--- src/rtl/median_last_actor.sv ---
// median_last_actor: terminal stage of the median-filter dataflow chain.
// It pops one header token set (pivot, buff_size, median_pos and
// second_median_value), stores the residual pixels, and picks the element
// of rank K by counting. For each candidate it counts the elements that
// are smaller than it and the elements that are equal to it. The result
// goes out on a single first-word-fall-through FIFO write port.
//
// state    | meaning
// ---------+-----------------------------------------------------------
// S_IDLE   | after reset, moves to S_HDR on the next cycle
// S_HDR    | wait until all four header FIFOs hold data, then pop them
// S_FILL   | pop N pixels and store the first BUFF_SIZE of them
// S_SELECT | one comparison per cycle: scan mem[j] against candidate mem[i]
// S_DECIDE | accept candidate i if lt <= K < lt+eq, else try the next one
// S_OUT    | hold the result and write it once the output FIFO has room

module median_last_actor #(
  parameter logic [10:0] BUFF_SIZE     = 11'd8,
  parameter int          BUFF_SIZE_BIT = $clog2(BUFF_SIZE) + 1,
  parameter logic        AVERAGE       = 1'b0
) (
  input  logic                     clock,
  input  logic                     reset,
  input  logic [7:0]               in_px,
  output logic                     in_px_rd,
  input  logic                     in_px_empty,
  input  logic [7:0]               in_pivot,
  output logic                     in_pivot_rd,
  input  logic                     in_pivot_empty,
  input  logic [BUFF_SIZE_BIT-1:0] in_buff_size,
  output logic                     in_buff_size_rd,
  input  logic                     in_buff_size_empty,
  input  logic [BUFF_SIZE_BIT-1:0] in_median_pos,
  output logic                     in_median_pos_rd,
  input  logic                     in_median_pos_empty,
  input  logic [7:0]               in_second_median_value,
  output logic                     in_second_median_value_rd,
  input  logic                     in_second_median_value_empty,
  output logic [7:0]               out_median,
  output logic                     out_median_wr,
  input  logic                     out_median_full
);

  localparam int ADDR_W = $clog2(BUFF_SIZE);
  localparam logic [BUFF_SIZE_BIT-1:0] DEPTH = BUFF_SIZE[BUFF_SIZE_BIT-1:0];
  localparam logic [BUFF_SIZE_BIT-1:0] ONE   = {{(BUFF_SIZE_BIT-1){1'b0}}, 1'b1};
  localparam logic [BUFF_SIZE_BIT-1:0] ZERO  = '0;

  localparam logic [2:0] S_IDLE   = 3'd0;
  localparam logic [2:0] S_HDR    = 3'd1;
  localparam logic [2:0] S_FILL   = 3'd2;
  localparam logic [2:0] S_SELECT = 3'd3;
  localparam logic [2:0] S_DECIDE = 3'd4;
  localparam logic [2:0] S_OUT    = 3'd5;

  logic [2:0]               state_q, state_d;
  logic [BUFF_SIZE_BIT-1:0] n_q, n_d;
  logic [BUFF_SIZE_BIT-1:0] neff_q, neff_d;
  logic [BUFF_SIZE_BIT-1:0] k_q, k_d;
  logic [7:0]               s_q, s_d;
  logic [BUFF_SIZE_BIT-1:0] wcnt_q, wcnt_d;
  logic [BUFF_SIZE_BIT-1:0] i_q, i_d;
  logic [BUFF_SIZE_BIT-1:0] j_q, j_d;
  logic [BUFF_SIZE_BIT-1:0] lt_q, lt_d;
  logic [BUFF_SIZE_BIT-1:0] eq_q, eq_d;
  logic [7:0]               out_median_q, out_median_d;

  logic [7:0]               mem_q [BUFF_SIZE];
  logic                     mem_we;
  logic [ADDR_W-1:0]        mem_waddr;
  logic [7:0]               mem_wdata;

  logic                     hdr_ready;
  logic [BUFF_SIZE_BIT-1:0] neff_c;
  logic [7:0]               cand;
  logic [7:0]               scan;
  logic [BUFF_SIZE_BIT:0]   lt_eq_sum;

  // The pivot token is popped to keep the streams aligned; its value is not needed here.
  logic unused_pivot;
  assign unused_pivot = ^in_pivot;

  // Output value: either the selected element, or its rounded mean with the carried median.
  function automatic logic [7:0] result_f(input logic [7:0] sel, input logic [7:0] second);
    logic [8:0] sum;
    sum = {1'b0, sel} + {1'b0, second} + 9'd1;
    return AVERAGE ? sum[8:1] : sel;
  endfunction

  assign out_median = out_median_q;

  // Next-state, pop/write strobes and datapath updates.
  always_comb begin
    state_d      = state_q;
    n_d          = n_q;
    neff_d       = neff_q;
    k_d          = k_q;
    s_d          = s_q;
    wcnt_d       = wcnt_q;
    i_d          = i_q;
    j_d          = j_q;
    lt_d         = lt_q;
    eq_d         = eq_q;
    out_median_d = out_median_q;

    in_px_rd                  = 1'b0;
    in_pivot_rd               = 1'b0;
    in_buff_size_rd           = 1'b0;
    in_median_pos_rd          = 1'b0;
    in_second_median_value_rd = 1'b0;
    out_median_wr             = 1'b0;

    mem_we    = 1'b0;
    mem_waddr = wcnt_q[ADDR_W-1:0];
    mem_wdata = in_px;

    hdr_ready = !in_pivot_empty && !in_buff_size_empty &&
                !in_median_pos_empty && !in_second_median_value_empty;
    neff_c    = (in_buff_size > DEPTH) ? DEPTH : in_buff_size;
    cand      = mem_q[i_q[ADDR_W-1:0]];
    scan      = mem_q[j_q[ADDR_W-1:0]];
    lt_eq_sum = {1'b0, lt_q} + {1'b0, eq_q};

    case (state_q)
      S_IDLE: begin
        state_d = S_HDR;
      end

      S_HDR: begin
        if (hdr_ready) begin
          in_pivot_rd               = 1'b1;
          in_buff_size_rd           = 1'b1;
          in_median_pos_rd          = 1'b1;
          in_second_median_value_rd = 1'b1;
          n_d    = in_buff_size;
          neff_d = neff_c;
          k_d    = (neff_c != ZERO && in_median_pos >= neff_c) ? (neff_c - ONE) : in_median_pos;
          s_d    = in_second_median_value;
          wcnt_d = ZERO;
          if (in_buff_size == ZERO) begin
            // Median was already resolved upstream.
            out_median_d = result_f(in_second_median_value, in_second_median_value);
            state_d      = S_OUT;
          end else begin
            state_d = S_FILL;
          end
        end
      end

      S_FILL: begin
        if (!in_px_empty) begin
          in_px_rd = 1'b1;
          // Oversized frames are drained completely, but only the first DEPTH pixels are kept.
          if (wcnt_q < DEPTH) begin
            mem_we = 1'b1;
          end
          wcnt_d = wcnt_q + ONE;
          if (wcnt_q == n_q - ONE) begin
            state_d = S_SELECT;
            i_d     = ZERO;
            j_d     = ZERO;
            lt_d    = ZERO;
            eq_d    = ZERO;
          end
        end
      end

      S_SELECT: begin
        if (scan < cand) begin
          lt_d = lt_q + ONE;
        end
        if (scan == cand) begin
          eq_d = eq_q + ONE;
        end
        j_d = j_q + ONE;
        if (j_q == neff_q - ONE) begin
          state_d = S_DECIDE;
        end
      end

      S_DECIDE: begin
        if (lt_q <= k_q && {1'b0, k_q} < lt_eq_sum) begin
          out_median_d = result_f(cand, s_q);
          state_d      = S_OUT;
        end else begin
          i_d     = i_q + ONE;
          j_d     = ZERO;
          lt_d    = ZERO;
          eq_d    = ZERO;
          state_d = S_SELECT;
        end
      end

      S_OUT: begin
        if (!out_median_full) begin
          out_median_wr = 1'b1;
          state_d       = S_HDR;
        end
      end

      default: begin
        state_d = S_IDLE;
      end
    endcase
  end

  // Control and datapath registers; a reset abandons any frame in flight.
  always_ff @(posedge clock or posedge reset) begin
    if (reset) begin
      state_q      <= S_IDLE;
      n_q          <= '0;
      neff_q       <= '0;
      k_q          <= '0;
      s_q          <= '0;
      wcnt_q       <= '0;
      i_q          <= '0;
      j_q          <= '0;
      lt_q         <= '0;
      eq_q         <= '0;
      out_median_q <= '0;
    end else begin
      state_q      <= state_d;
      n_q          <= n_d;
      neff_q       <= neff_d;
      k_q          <= k_d;
      s_q          <= s_d;
      wcnt_q       <= wcnt_d;
      i_q          <= i_d;
      j_q          <= j_d;
      lt_q         <= lt_d;
      eq_q         <= eq_d;
      out_median_q <= out_median_d;
    end
  end

  // Pixel buffer; its contents do not matter after reset, so it has no reset.
  always_ff @(posedge clock) begin
    if (mem_we) begin
      mem_q[mem_waddr] <= mem_wdata;
    end
  end

endmodule

--- config.mk ---
export PLATFORM = sky130hd
export DESIGN_NAME = median_last_actor
export DESIGN_NICKNAME = d
export VERILOG_FILES = /design/src/rtl/median_last_actor.sv
export SDC_FILE = /design/constraint.sdc
export NUM_CORES = 1
export LEC_CHECK = 0
export CAP_MARGIN = 20
export CELL_PAD_IN_SITES_DETAIL_PLACEMENT = 0
export CELL_PAD_IN_SITES_GLOBAL_PLACEMENT = 1
export CORE_UTILIZATION = 41
export DETAILED_ROUTE_END_ITERATION = 6
export GPL_TIMING_DRIVEN = 1
export PLACE_DENSITY = 0.83
export SLEW_MARGIN = 20
export SYNTH_ARGS = -nofsm -noshare
export SYNTH_HDL_FRONTEND = slang
export SYNTH_SLANG_ARGS = --single-unit
--- constraint.sdc ---
create_clock -name clock -period 4.6 [get_ports clock]
set_input_delay 0.69 -clock clock [delete_from_list [all_inputs] [get_ports clock]]
set_output_delay 0.69 -clock clock [all_outputs]
set_load 0.1 [all_outputs]
==> results_dict.tcl <==
set metrics [dict create \
    grt_usage_pct 17.7 \
    drc 0 \
    muxShareOfSynthArea_pct 17.4 \
    synthToLayoutAreaGrowth_pct 15.1 \
    vias 3931 \
    num_rows 43 \
    cts_tree "built" \
    ctsResizeCount 0 \
    yosys.area_share.adder_pct 6.90 \
    cp-startpoint "in_buff_size_empty" \
    detail_route.wl_per_cell_um 17.7 \
    hpwl_mm 8.87 \
    final_antenna_net_count 0 \
    r2r_slack_ns 1.12 \
    timing.rr.start "i_q[0]$_DFFE_PP0P_" \
    synth_simple_gate_area_share_pct 10.3 \
    die_w_um 122 \
    power_density_nw_per_um2 657 \
    die-area_um2 14900 \
    die_y_um 122 \
    power_mw 4.47 \
    cpMaxStageDelayCell "or4_1" \
    clk_pin_slew_ns 0.06 \
    clock_skew_ns 0.00835 \
    yosys-top-cells-area "edfxtp_1 (32%), dfrtp_1 (18%), mux4_2 (12%)" \
    holdBufCountCts 0 \
    syn_avg_cell_area_um2 12.7 \
    drive_above_1_share_pct 15.6 \
    synth_area_um2 5910 \
    p_leak_nw 2.66 \
    grt_pass1_vias 3992 \
    crit_arrival_ns 2.91 \
    min_path_type "register to register" \
    fmax_mhz 278 \
    gp_congestion 0.762 \
    ys.flop_type "edfxtp_1" \
    synth_cell_types 55 \
    antenna_cells 0 \
    synthXorXnorAreaFrac_pct 2.31 \
    synth_top_area_share_pct 32.5 \
    layout_min_cycle_time_ns 3.60 \
    timing.critical_path.buf_inv 3 \
    grt-ovfl-total 0 \
    crit_path_end_kind "output port" \
    vias_per_cell 5.68 \
    hold-path-endpoint "j_q[3]$_DFFE_PP0P_" \
    start_util_pct 42.3 \
    critPathTopFamily "buffers and inverters" \
    ys_seq_area_share_pct 50.3 \
    fin_setup_tns_ns 0 \
    maxCapViolCount 0 \
    drt_wl_total_mm 12.2 \
    io-pin-count 54 \
    drt-initial-drc-count 216 \
    synth.most_common_cell "edfxtp_1" \
    reg2reg_to "lt_q[3]$_DFFE_PP0P_" \
    cts-root-buf "clkbuf_16" \
    syn_inst 467 \
    cp_slowest_stage_delay_ns 0.52 \
    synth_common_cells "edfxtp_1 (64), dfrtp_1 (42), nand2_1 (42)" \
    syn-num-nets 539 \
    fillers 1208 \
    synth_edf_count 64 \
    cts_setup_buffers 0 \
    netlist.top_cell.by_area "edfxtp_1" \
    hold_violations 0 \
    worst_pin_slew_ns 1.04 \
    clock-sinks 106 \
    synth-compound-area-share_pct 9.29 \
    grt_pass1_wl_mm 20.2 \
    vdd_drop_max_mv 0.250 \
    nets 579 \
    rsz0062_at_grt "no" \
    path_max_fanout 17 \
    grt_max_degree 43 \
    crit_chain "clkdlybuf4s50_1 -> or4_1 -> nor2_1 -> nand2_1 -> inv_1 -> buf_4" \
    io_buffers 45 \
    synth_seq_cells 106 \
    report.final.slew_viol_count 0 \
    cp-start-kind "input port" \
    antenna_found_initial 0 \
    slew_headroom_pct 30.3 \
    whs_path_depth 1 \
    finalSetupViolCount 0 \
    dr.pass1.iters 4 \
    fin_crit_sh_pct 78.2 \
    coreArea_um2 14000 \
    status "complete, no violations" \
    synth_async_sr_flop_share_pct 39.6 \
    required_ns 3.91 \
    yosys_warnings 0 \
    synth_top_family_by_area "multiplexers" \
    path_class "input port to output port" \
    numCtsBuffers 9 \
    cts_max_path_buffers 2 \
    r2r_cells 9 \
    clk_latency_ns 0.34 \
    cts_max_level 3 \
    hold_start "j_q[3]$_DFFE_PP0P_" \
]
-- state kept, by name, summed over array words and instances (netlist names) --
signal / flops
k_q: 4
eq_q: 4
out_median: 8
lt_q: 4
i_q: 3
n_q: 4
state_q: 3
wcnt_q: 4
neff_q: 4
j_q: 4
mem_q: 64
-- routing by layer --
metal  part of all wire (%)  GRT usage (%)
met5                      0              0
met4                    1.8           6.71
met3                    4.2           3.28
met2                     49           28.5
met1                     45           23.9
-- how the worst max path moves through the flow --
stage | end | slack [ns] | cells after the start
after floorplan | lt_q[3]$_DFFE_PP0P_ | 1.24 | 11
after global placement | in_buff_size_rd | 1.04 | 6
after detailed placement | in_median_pos_rd | 1.00 | 6
after CTS | in_median_pos_rd | 0.99 | 6
after global routing | in_second_median_value_rd | 0.89 | 6
final | in_median_pos_rd | 1.00 | 6
-- report_power, final --
group          leakage [nW]  total [mW]  internal [mW]  switching, mW
sequential             1.10        1.49           1.20          0.286
clock                 0.144       0.764          0.427          0.337
combinational          1.42        2.22           1.01           1.21
-- cell usage in the layout, fill, tap and decap left out, types with 2 or more instances in the layout --
| cell | instances |
|---|---|
| or4_1 | 2 |
| mux2_2 | 15 |
| clkdlybuf4s50_1 | 40 |
| clkbuf_16 | 9 |
| clkbuf_1 | 2 |
| nor4_1 | 2 |
| nand3_1 | 8 |
| edfxtp_1 | 64 |
| or3_1 | 4 |
| inv_1 | 22 |
| a21o_1 | 11 |
| nand2_1 | 42 |
| a2111oi_2 | 2 |
| nor3_1 | 11 |
| xor2_1 | 6 |
| mux4_2 | 32 |
| o31ai_1 | 3 |
| o21a_1 | 3 |
| nor2b_1 | 5 |
| inv_6 | 2 |
| nor2_1 | 29 |
| nand2b_1 | 7 |
| nand4_1 | 4 |
| buf_4 | 13 |
| xnor2_1 | 7 |
| dfrtp_1 | 42 |
| ha_1 | 31 |
| a31oi_1 | 2 |
| mux2i_1 | 13 |
| a21oi_1 | 15 |
| and2_1 | 5 |
| o211ai_1 | 7 |
| o21ai_0 | 23 |
| a211o_1 | 2 |
| a22oi_1 | 3 |
-- area by class of cell --
cell class              instances  area, um^2  area share [%]
clock buffers                  11         233            3.42
clock inverters                 5        61.3           0.900
multi-input cells             314        2730            40.1
well taps                     180         225            3.31
repair buffers                 53         498            7.31
inverters                      23        86.3            1.27
flip-flops and latches        106        2970            43.7
-- cell families (layout without fill, tap and decap cells) --
logic type | Yosys count | in the layout
adder cells (fa/ha/maj) | 32 | 32
XOR/XNOR | 14 | 14
AND/OR/NAND/NOR | 127 | 127
flip-flops | 106 | 106
multiplexers | 61 | 61
AO/OA/AOI/OAI | 80 | 80
buffers and inverters | 47 | 92
-- through the flow --
step / cell area, um^2 / worst slack (ns) / utilization (%) / cells / hold WS [ns]
floorplan: 5910 / 1.24 / - / 467 / 0.467
global placement: 6520 / 1.04 / 46.6 / 676 / 0.491
detailed placement: 6520 / 1.00 / 46.6 / 676 / 0.493
CTS: 6810 / 0.995 / 48.7 / 692 / 0.508
global route: 6810 / 0.889 / 48.7 / 692 / 0.528
finish: 6810 / 1.00 / 48.7 / 692 / 0.503
-- worst reg2reg max path: cells and delay by family, from the launching register on --
| kind | cells | cell delay [ns] |
|---|---|---|
| multiplexers | 2 | 0.83 |
| AO/OA/AOI/OAI | 3 | 0.37 |
| AND/OR/NAND/NOR | 2 | 0.98 |
| buffers and inverters | 1 | 0.27 |
| adder cells (fa/ha/maj) | 1 | 0.34 |
| flip-flops | 1 | 0.60 |
Note: power is estimated with default switching activity, not from simulation.
